[src/rtl/job_sequencer_if.sv]
// job_sequencer_if: handshake bundle between the job sequencer and its sub-blocks.
// The master drives the per-phase start levels, the shared RAM mux select and the
// RAM enable. Each sub-block answers on its own phase_end bit.
interface job_sequencer_if #(
    parameter int unsigned NUM_PHASES = 4,
    parameter int unsigned IDX_W      = 4
);
    logic [NUM_PHASES-1:0] phase_start;
    logic [NUM_PHASES-1:0] phase_end;
    logic [IDX_W-1:0]      phase_sel;
    logic                  ram_en;

    modport master (
        output phase_start,
        output phase_sel,
        output ram_en,
        input  phase_end
    );

    modport slave (
        input  phase_start,
        input  phase_sel,
        input  ram_en,
        output phase_end
    );
endinterface

[src/rtl/job_sequencer.sv]
// job_sequencer: steps one job through NUM_PHASES sub-blocks in order. Each
// sub-block gets a level start and answers with a level end. Between phases the
// block waits a configurable gap. It also supports abort, auto-restart, a done
// pulse and a completed-job counter.
// Optional feature macro: JOB_SEQ_TIMEOUT_EN adds a per-phase watchdog that
// drives err/err_phase. Without it, err/err_phase are tied low and a phase may
// wait forever.
module job_sequencer #(
    parameter int unsigned NUM_PHASES = 4,
    parameter int unsigned GAP_CYCLES = 1,
    parameter int unsigned TIMEOUT_W  = 24,
    parameter int unsigned IDX_W      = 4
) (
    input  logic                 sys_clk,
    input  logic                 sys_rst_n,
    input  logic                 go,
    input  logic                 abort,
    input  logic                 auto_restart,
    input  logic [TIMEOUT_W-1:0] timeout_limit,
    job_sequencer_if.master      bus,
    output logic                 busy,
    output logic                 done,
    output logic                 err,
    output logic [IDX_W-1:0]     err_phase,
    output logic [15:0]          job_count
);

    localparam int unsigned GAP_W = 8;
    localparam int unsigned CNT_W = 16;

    typedef enum logic [2:0] {
        S_IDLE,
        S_ARM,
        S_RUN,
        S_GAP,
        S_DONE,
        S_ERR
    } state_t;

    state_t                state;
    logic [IDX_W-1:0]      k;
    logic [GAP_W-1:0]      gap_cnt;
    logic [NUM_PHASES-1:0] start_q;
    logic [IDX_W-1:0]      sel_q;
    logic                  ram_en_q;

    // Sub-block side of the handshake comes straight from flops.
    assign bus.phase_start = start_q;
    assign bus.phase_sel   = sel_q;
    assign bus.ram_en      = ram_en_q;

    // start_q is one-hot at k while running, so masking with it honours only
    // the current phase's end and only once its start is already high.
    logic end_hit;
    logic last_phase;
    assign end_hit    = |(bus.phase_end & start_q);
    assign last_phase = (k == IDX_W'(NUM_PHASES - 1));

`ifdef JOB_SEQ_TIMEOUT_EN
    logic [TIMEOUT_W-1:0] wdog_q;
    logic [TIMEOUT_W-1:0] wdog_inc;
    logic                 timeout_hit;

    // Fires on the cycle in which the count of idle RUN cycles reaches the limit.
    assign wdog_inc    = wdog_q + TIMEOUT_W'(1);
    assign timeout_hit = (timeout_limit != '0) && (wdog_inc == timeout_limit);
`else
    logic unused_timeout_limit;
    assign unused_timeout_limit = ^timeout_limit;
    assign err       = 1'b0;
    assign err_phase = '0;
`endif

    // Sequencer state, phase index and all registered outputs.
    always_ff @(posedge sys_clk or negedge sys_rst_n) begin
        if (!sys_rst_n) begin
            state     <= S_IDLE;
            k         <= '0;
            gap_cnt   <= '0;
            start_q   <= '0;
            sel_q     <= '0;
            ram_en_q  <= 1'b0;
            busy      <= 1'b0;
            done      <= 1'b0;
            job_count <= '0;
`ifdef JOB_SEQ_TIMEOUT_EN
            wdog_q    <= '0;
            err       <= 1'b0;
            err_phase <= '0;
`endif
        end else begin
            done <= 1'b0;
            if (abort && (state != S_IDLE)) begin
                // Abort beats go, end and timeout; err and job_count are kept.
                state    <= S_IDLE;
                k        <= '0;
                start_q  <= '0;
                sel_q    <= '0;
                ram_en_q <= 1'b0;
                busy     <= 1'b0;
            end else begin
                case (state)
                    S_IDLE: begin
                        if (go && !abort) begin
                            state    <= S_ARM;
                            busy     <= 1'b1;
                            ram_en_q <= 1'b1;
                            k        <= '0;
                            sel_q    <= '0;
`ifdef JOB_SEQ_TIMEOUT_EN
                            err       <= 1'b0;
                            err_phase <= '0;
`endif
                        end
                    end

                    S_ARM: begin
                        state   <= S_RUN;
                        start_q <= NUM_PHASES'(1) << k;
`ifdef JOB_SEQ_TIMEOUT_EN
                        wdog_q  <= '0;
`endif
                    end

                    S_RUN: begin
                        if (end_hit) begin
                            start_q <= '0;
                            if (last_phase) begin
                                state <= S_DONE;
                            end else begin
                                // Select moves now so the RAM mux settles during the gap.
                                k       <= k + IDX_W'(1);
                                sel_q   <= k + IDX_W'(1);
                                gap_cnt <= GAP_W'(GAP_CYCLES);
                                state   <= S_GAP;
                            end
                        end
`ifdef JOB_SEQ_TIMEOUT_EN
                        else if (timeout_hit) begin
                            start_q   <= '0;
                            err       <= 1'b1;
                            err_phase <= k;
                            state     <= S_ERR;
                        end else begin
                            wdog_q <= wdog_inc;
                        end
`endif
                    end

                    // Always at least one all-low cycle between phases, plus GAP_CYCLES more.
                    S_GAP: begin
                        if (gap_cnt == '0) begin
                            state   <= S_RUN;
                            start_q <= NUM_PHASES'(1) << k;
`ifdef JOB_SEQ_TIMEOUT_EN
                            wdog_q  <= '0;
`endif
                        end else begin
                            gap_cnt <= gap_cnt - GAP_W'(1);
                        end
                    end

                    S_DONE: begin
                        done      <= 1'b1;
                        job_count <= job_count + CNT_W'(1);
                        k         <= '0;
                        sel_q     <= '0;
                        if (auto_restart) begin
                            state <= S_ARM;
                        end else begin
                            state    <= S_IDLE;
                            busy     <= 1'b0;
                            ram_en_q <= 1'b0;
                        end
                    end

                    // Timed-out job: release the RAM; auto_restart is not applied.
                    S_ERR: begin
                        state    <= S_IDLE;
                        k        <= '0;
                        sel_q    <= '0;
                        busy     <= 1'b0;
                        ram_en_q <= 1'b0;
                    end

                    default: begin
                        state <= S_IDLE;
                    end
                endcase
            end
        end
    end

endmodule
[src/flat_wrapper.sv]
// flat-port wrapper written by rule: the top's interface ports become plain ports
module job_sequencer_flat 
#(
    parameter int unsigned NUM_PHASES = 4,
    parameter int unsigned GAP_CYCLES = 1,
    parameter int unsigned TIMEOUT_W  = 24,
    parameter int unsigned IDX_W      = 4
)
  (sys_clk, sys_rst_n, go, abort, auto_restart, timeout_limit, busy, done, err, err_phase, job_count, bus_phase_start, bus_phase_sel, bus_ram_en, bus_phase_end);
  job_sequencer_if #(.NUM_PHASES(NUM_PHASES), .IDX_W(IDX_W)) bus_i ();
  input  logic sys_clk;
  input  logic sys_rst_n;
  input  logic go;
  input  logic abort;
  input  logic auto_restart;
  input  logic [TIMEOUT_W-1:0] timeout_limit;
  output logic busy;
  output logic done;
  output logic err;
  output logic [IDX_W-1:0] err_phase;
  output logic [15:0] job_count;
  output wire logic [$bits(bus_i.phase_start)-1:0] bus_phase_start;
  output wire logic [$bits(bus_i.phase_sel)-1:0] bus_phase_sel;
  output wire logic [$bits(bus_i.ram_en)-1:0] bus_ram_en;
  input wire logic [$bits(bus_i.phase_end)-1:0] bus_phase_end;
  assign bus_phase_start = bus_i.phase_start;
  assign bus_phase_sel = bus_i.phase_sel;
  assign bus_ram_en = bus_i.ram_en;
  assign bus_i.phase_end = bus_phase_end;
  job_sequencer #(.NUM_PHASES(NUM_PHASES), .GAP_CYCLES(GAP_CYCLES), .TIMEOUT_W(TIMEOUT_W), .IDX_W(IDX_W)) u_core (.sys_clk(sys_clk), .sys_rst_n(sys_rst_n), .go(go), .abort(abort), .auto_restart(auto_restart), .timeout_limit(timeout_limit), .bus(bus_i), .busy(busy), .done(done), .err(err), .err_phase(err_phase), .job_count(job_count));
endmodule
[config.mk]
export PLATFORM = sky130hd
export DESIGN_NAME = job_sequencer_flat
export DESIGN_NICKNAME = d
export VERILOG_FILES = /design/src/rtl/job_sequencer_if.sv /design/src/rtl/job_sequencer.sv /design/src/flat_wrapper.sv
export SDC_FILE = /design/constraint.sdc
export NUM_CORES = 1
export LEC_CHECK = 0
export BUFFER_PORTS_ARGS = -buffer_cell sky130_fd_sc_hd__buf_2
export CAP_MARGIN = 20
export CORE_MARGIN = 2
export CORE_UTILIZATION = 50
export DETAILED_ROUTE_END_ITERATION = 6
export PLACE_DENSITY = 0.79
export SYNTH_ARGS = -nofsm -noshare
export SYNTH_HDL_FRONTEND = slang
export SYNTH_SLANG_ARGS = --single-unit
[constraint.sdc]
create_clock -name sys_clk -period 2.3 [get_ports sys_clk]
set_clock_uncertainty 0.15 [all_clocks]
set_input_delay 0.23 -clock sys_clk [delete_from_list [all_inputs] [get_ports sys_clk]]
set_output_delay 0.23 -clock sys_clk [all_outputs]
set_load 0.01 [all_outputs]
==> results.json <==
{
  "outcome": "finished, final reports clean",
  "yosysSeqAreaShare_pct": 45.4,
  "ant_nets": 0,
  "cts_buffers": 5,
  "syn_to_final_growth_pct": 17.4,
  "finalInstanceArea_mm2": 0.00240,
  "grt_pass1_vias": 1583,
  "synth_edf_count": 0,
  "start_kind": "register",
  "die-width_um": 67.9,
  "drtIter0Drc": 84,
  "setup_viol": 0,
  "insertion_delay_ns": 0.29,
  "die_area_mm2": 0.00461,
  "synth_area_leader_cell": "dfrtp_1",
  "overflow": 0,
  "period_share_pct": 92.5,
  "ys_top_cells_by_area": "dfrtp_1 45%, xor2_1 3.9%, mux2_2 3.3%",
  "muxShareOfSynthArea_pct": 3.31,
  "worstPathCellList": "inv_1 > ha_1 > nor3b_2 > a2111oi_0 > a2111o_1 > mux2_2",
  "finalHoldViolations": 0,
  "critPathLaunch": "u_core.gap_cnt[0]",
  "cts.clk_slew.worst_paths_ns": 0.07,
  "fin_nets": 283,
  "synth_top_family_by_area": "simple AND/OR/NAND/NOR gates",
  "htreeDepth": 2,
  "final.setup.tns_ns": 0,
  "grt_max_degree": 38,
  "drv_slew": 0,
  "hold_ws_ns": 0.153,
  "gp_congestion": 0.850,
  "synthCells": 200,
  "top_level_ports": 65,
  "dpl.hpwl_um": 2930,
  "path_max_fanout": 6,
  "p_int_w": 0.00122,
  "synth-xor-area-share_pct": 6.44,
  "peakVddDrop_mv": 0.485,
  "syn_area_per_cell_um2": 10.2,
  "ys.flop_type": "dfrtp_1",
  "initial_utilization_pct": 51.4,
  "crit_buf_inv": 1,
  "antenna_found_initial": 0,
  "setup_ws_ns": 0.172,
  "cp.required_ns": 2.32,
  "synth_top_cell_area_share_pct": 45.4,
  "synth-simple-area-share_pct": 22.1,
  "cp_top_family": "compound AO/OA/AOI/OAI gates",
  "critPathMaxStageDelay_ns": 0.43,
  "drive_above_1_share_pct": 27.2,
  "fmax_mhz": 470,
  "max-slew-margin-rel_pct": 45.9,
  "rsz0062_at_grt": "no",
  "clkPwrFrac_pct": 25.0,
  "post-route-min-period_ns": 2.13,
  "p_switching_w": 0.000637,
  "p_leak_nw": 1.20,
  "die_y_um": 67.9,
  "syn-cell-area_mm2": 0.00204,
  "cts-root-buf": "clkbuf_8",
  "synthTopCellsByCount": "37 x dfrtp_1, 14 x nand2_1, 12 x nor2_1, 12 x nor3_1, 10 x inv_1",
  "arrival_ns": 2.15,
  "row_count": 23,
  "cts_sinks": 37,
  "avgViaCountPerCell": 5.54,
  "dr_total_vias": 1641,
  "worstMarginPinSlew_ns": 0.811,
  "endpoint_kind": "register",
  "synth-seq-cells": 37,
  "crit_slowest_cell": "a2111oi_0",
  "switching_share_pct": 34.4,
  "maxCapViolations": 0,
  "post_dp_cell_area_mm2": 0.00229,
  "async_reset_ff_share_pct": 100,
  "n_antenna_cell": 0,
  "r2r_start": "u_core.gap_cnt[0]",
  "p_per_area_mw_per_mm2": 773,
  "final_core_util_pct": 60.3,
  "combPwrFrac_pct": 29.1,
  "grt_pass1_wl_um": 6930,
  "min_path_type": "input pin to register",
  "cts_tree": "yes",
  "ys_warn_count": 0,
  "clockBufferDepth": 2,
  "wl_um": 3980,
  "min_from": "abort",
  "pwr-share-seq_pct": 45.9,
  "synth.distinct_cells": 54,
  "synth_fa_ha_area_share_pct": 2.45,
  "first_pass_iters": 4,
  "grt_util_all_layers_pct": 19.9,
  "wl_per_cell_um": 13.5,
  "dp_worst_setup_slack_ns": 0.106,
  "core_mm2": 0.00397,
  "yosysMostFrequentCell": "dfrtp_1",
  "synth_compound_area_share_pct": 14.9,
  "portBuffers": 35,
  "detail_route.drc_violations": 0,
  "path_class": "register to register"
}
==> what timing repair did <==
item | CTS | global route
hold buffers | 1 | 0
endpoints found under the setup margin | 0 | 8
buffers inserted | 0 | 0
hold endpoints to repair | 37 | 0
gates resized for setup | 0 | 1
==> layout by cell type, fill, tap and decap left out, types with 7 or more instances in the layout <==
master / n
dfrtp_1: 37
nor3_1: 12
nor2_1: 12
a31oi_1: 7
buf_2: 35
nand2_1: 14
buf_4: 9
xor2_1: 9
inv_1: 10
o21ai_0: 7
==> area by class of cell <==
cell class | count | area (um^2)
clock inverters | 1 | 7.51
well taps | 50 | 62.6
flip-flops and latches | 37 | 926
clock buffers | 6 | 82.6
multi-input cells | 147 | 1030
inverters | 10 | 37.5
repair buffers | 45 | 253
fillers | 349 | 1580
==> flip-flops by register name, indices dropped and copies added (netlist names) <==
name and cells:
u_core.job_count 16, u_core.k 4, u_core.state 3, u_core.gap_cnt 8
u_core.bus.phase_start 4, u_core.done 1, u_core.busy 1
==> per-stage QoR <==
step	cells	total power, W
2_1_floorplan	204	0.00124
3_3_place_gp	288	0.00137
3_5_place_dp	288	0.00139
4_1_cts	296	0.00186
5_1_grt	296	0.00197
6_report	296	0.00185
==> cell families (layout without fill, tap and decap cells) <==
logic type | Yosys count | count (layout)
other | 1 | 5
AOI/OAI and AO/OA | 44 | 44
adders and majority gates | 4 | 4
xor gates and xnor gates | 15 | 15
buffers and inverters | 20 | 62
muxes | 6 | 6
and+or+nand+nor | 73 | 73
DFF | 37 | 37
==> layer usage <==
| layer | track usage (%) | vias to the layer above | part of all wire, % |
|---|---|---|---|
| met5 | 0 | - | 0 |
| met1 | 24.1 | 791 | 44 |
| met3 | 5.59 | 6 | 4.0 |
| li1 | - | 810 | - |
| met4 | 7.00 | 0 | 1.4 |
| met2 | 33.9 | 34 | 50 |
==> power by group through the flow <==
stage / Sequential [W] / Clock [W] / Combinational [W]
after detailed placement: 0.000859 / 0 / 0.000531
final: 0.000850 / 0.000463 / 0.000539
after CTS: 0.000848 / 0.000479 / 0.000537
after global routing: 0.000863 / 0.000503 / 0.000605
after global placement: 0.000854 / 0 / 0.000513
after floorplan: 0.000843 / 0 / 0.000401
==> path summary, 6_finish.rpt <==
path | to | cells after the start | slack, ns
worst max-delay path | u_core.bus.phase_start[0] | 6 | 0.17
worst min-delay path | u_core.state[1] | 2 | 0.15
worst max register to register | u_core.bus.phase_start[0] | 6 | 0.17
worst min register to register | u_core.job_count[15] | 1 | 0.32
max in group asynchronous | u_core.job_count[6] | 2 | 1.07
min in group asynchronous | u_core.gap_cnt[7] | 2 | 0.42
(Power assumes the default switching activity.)
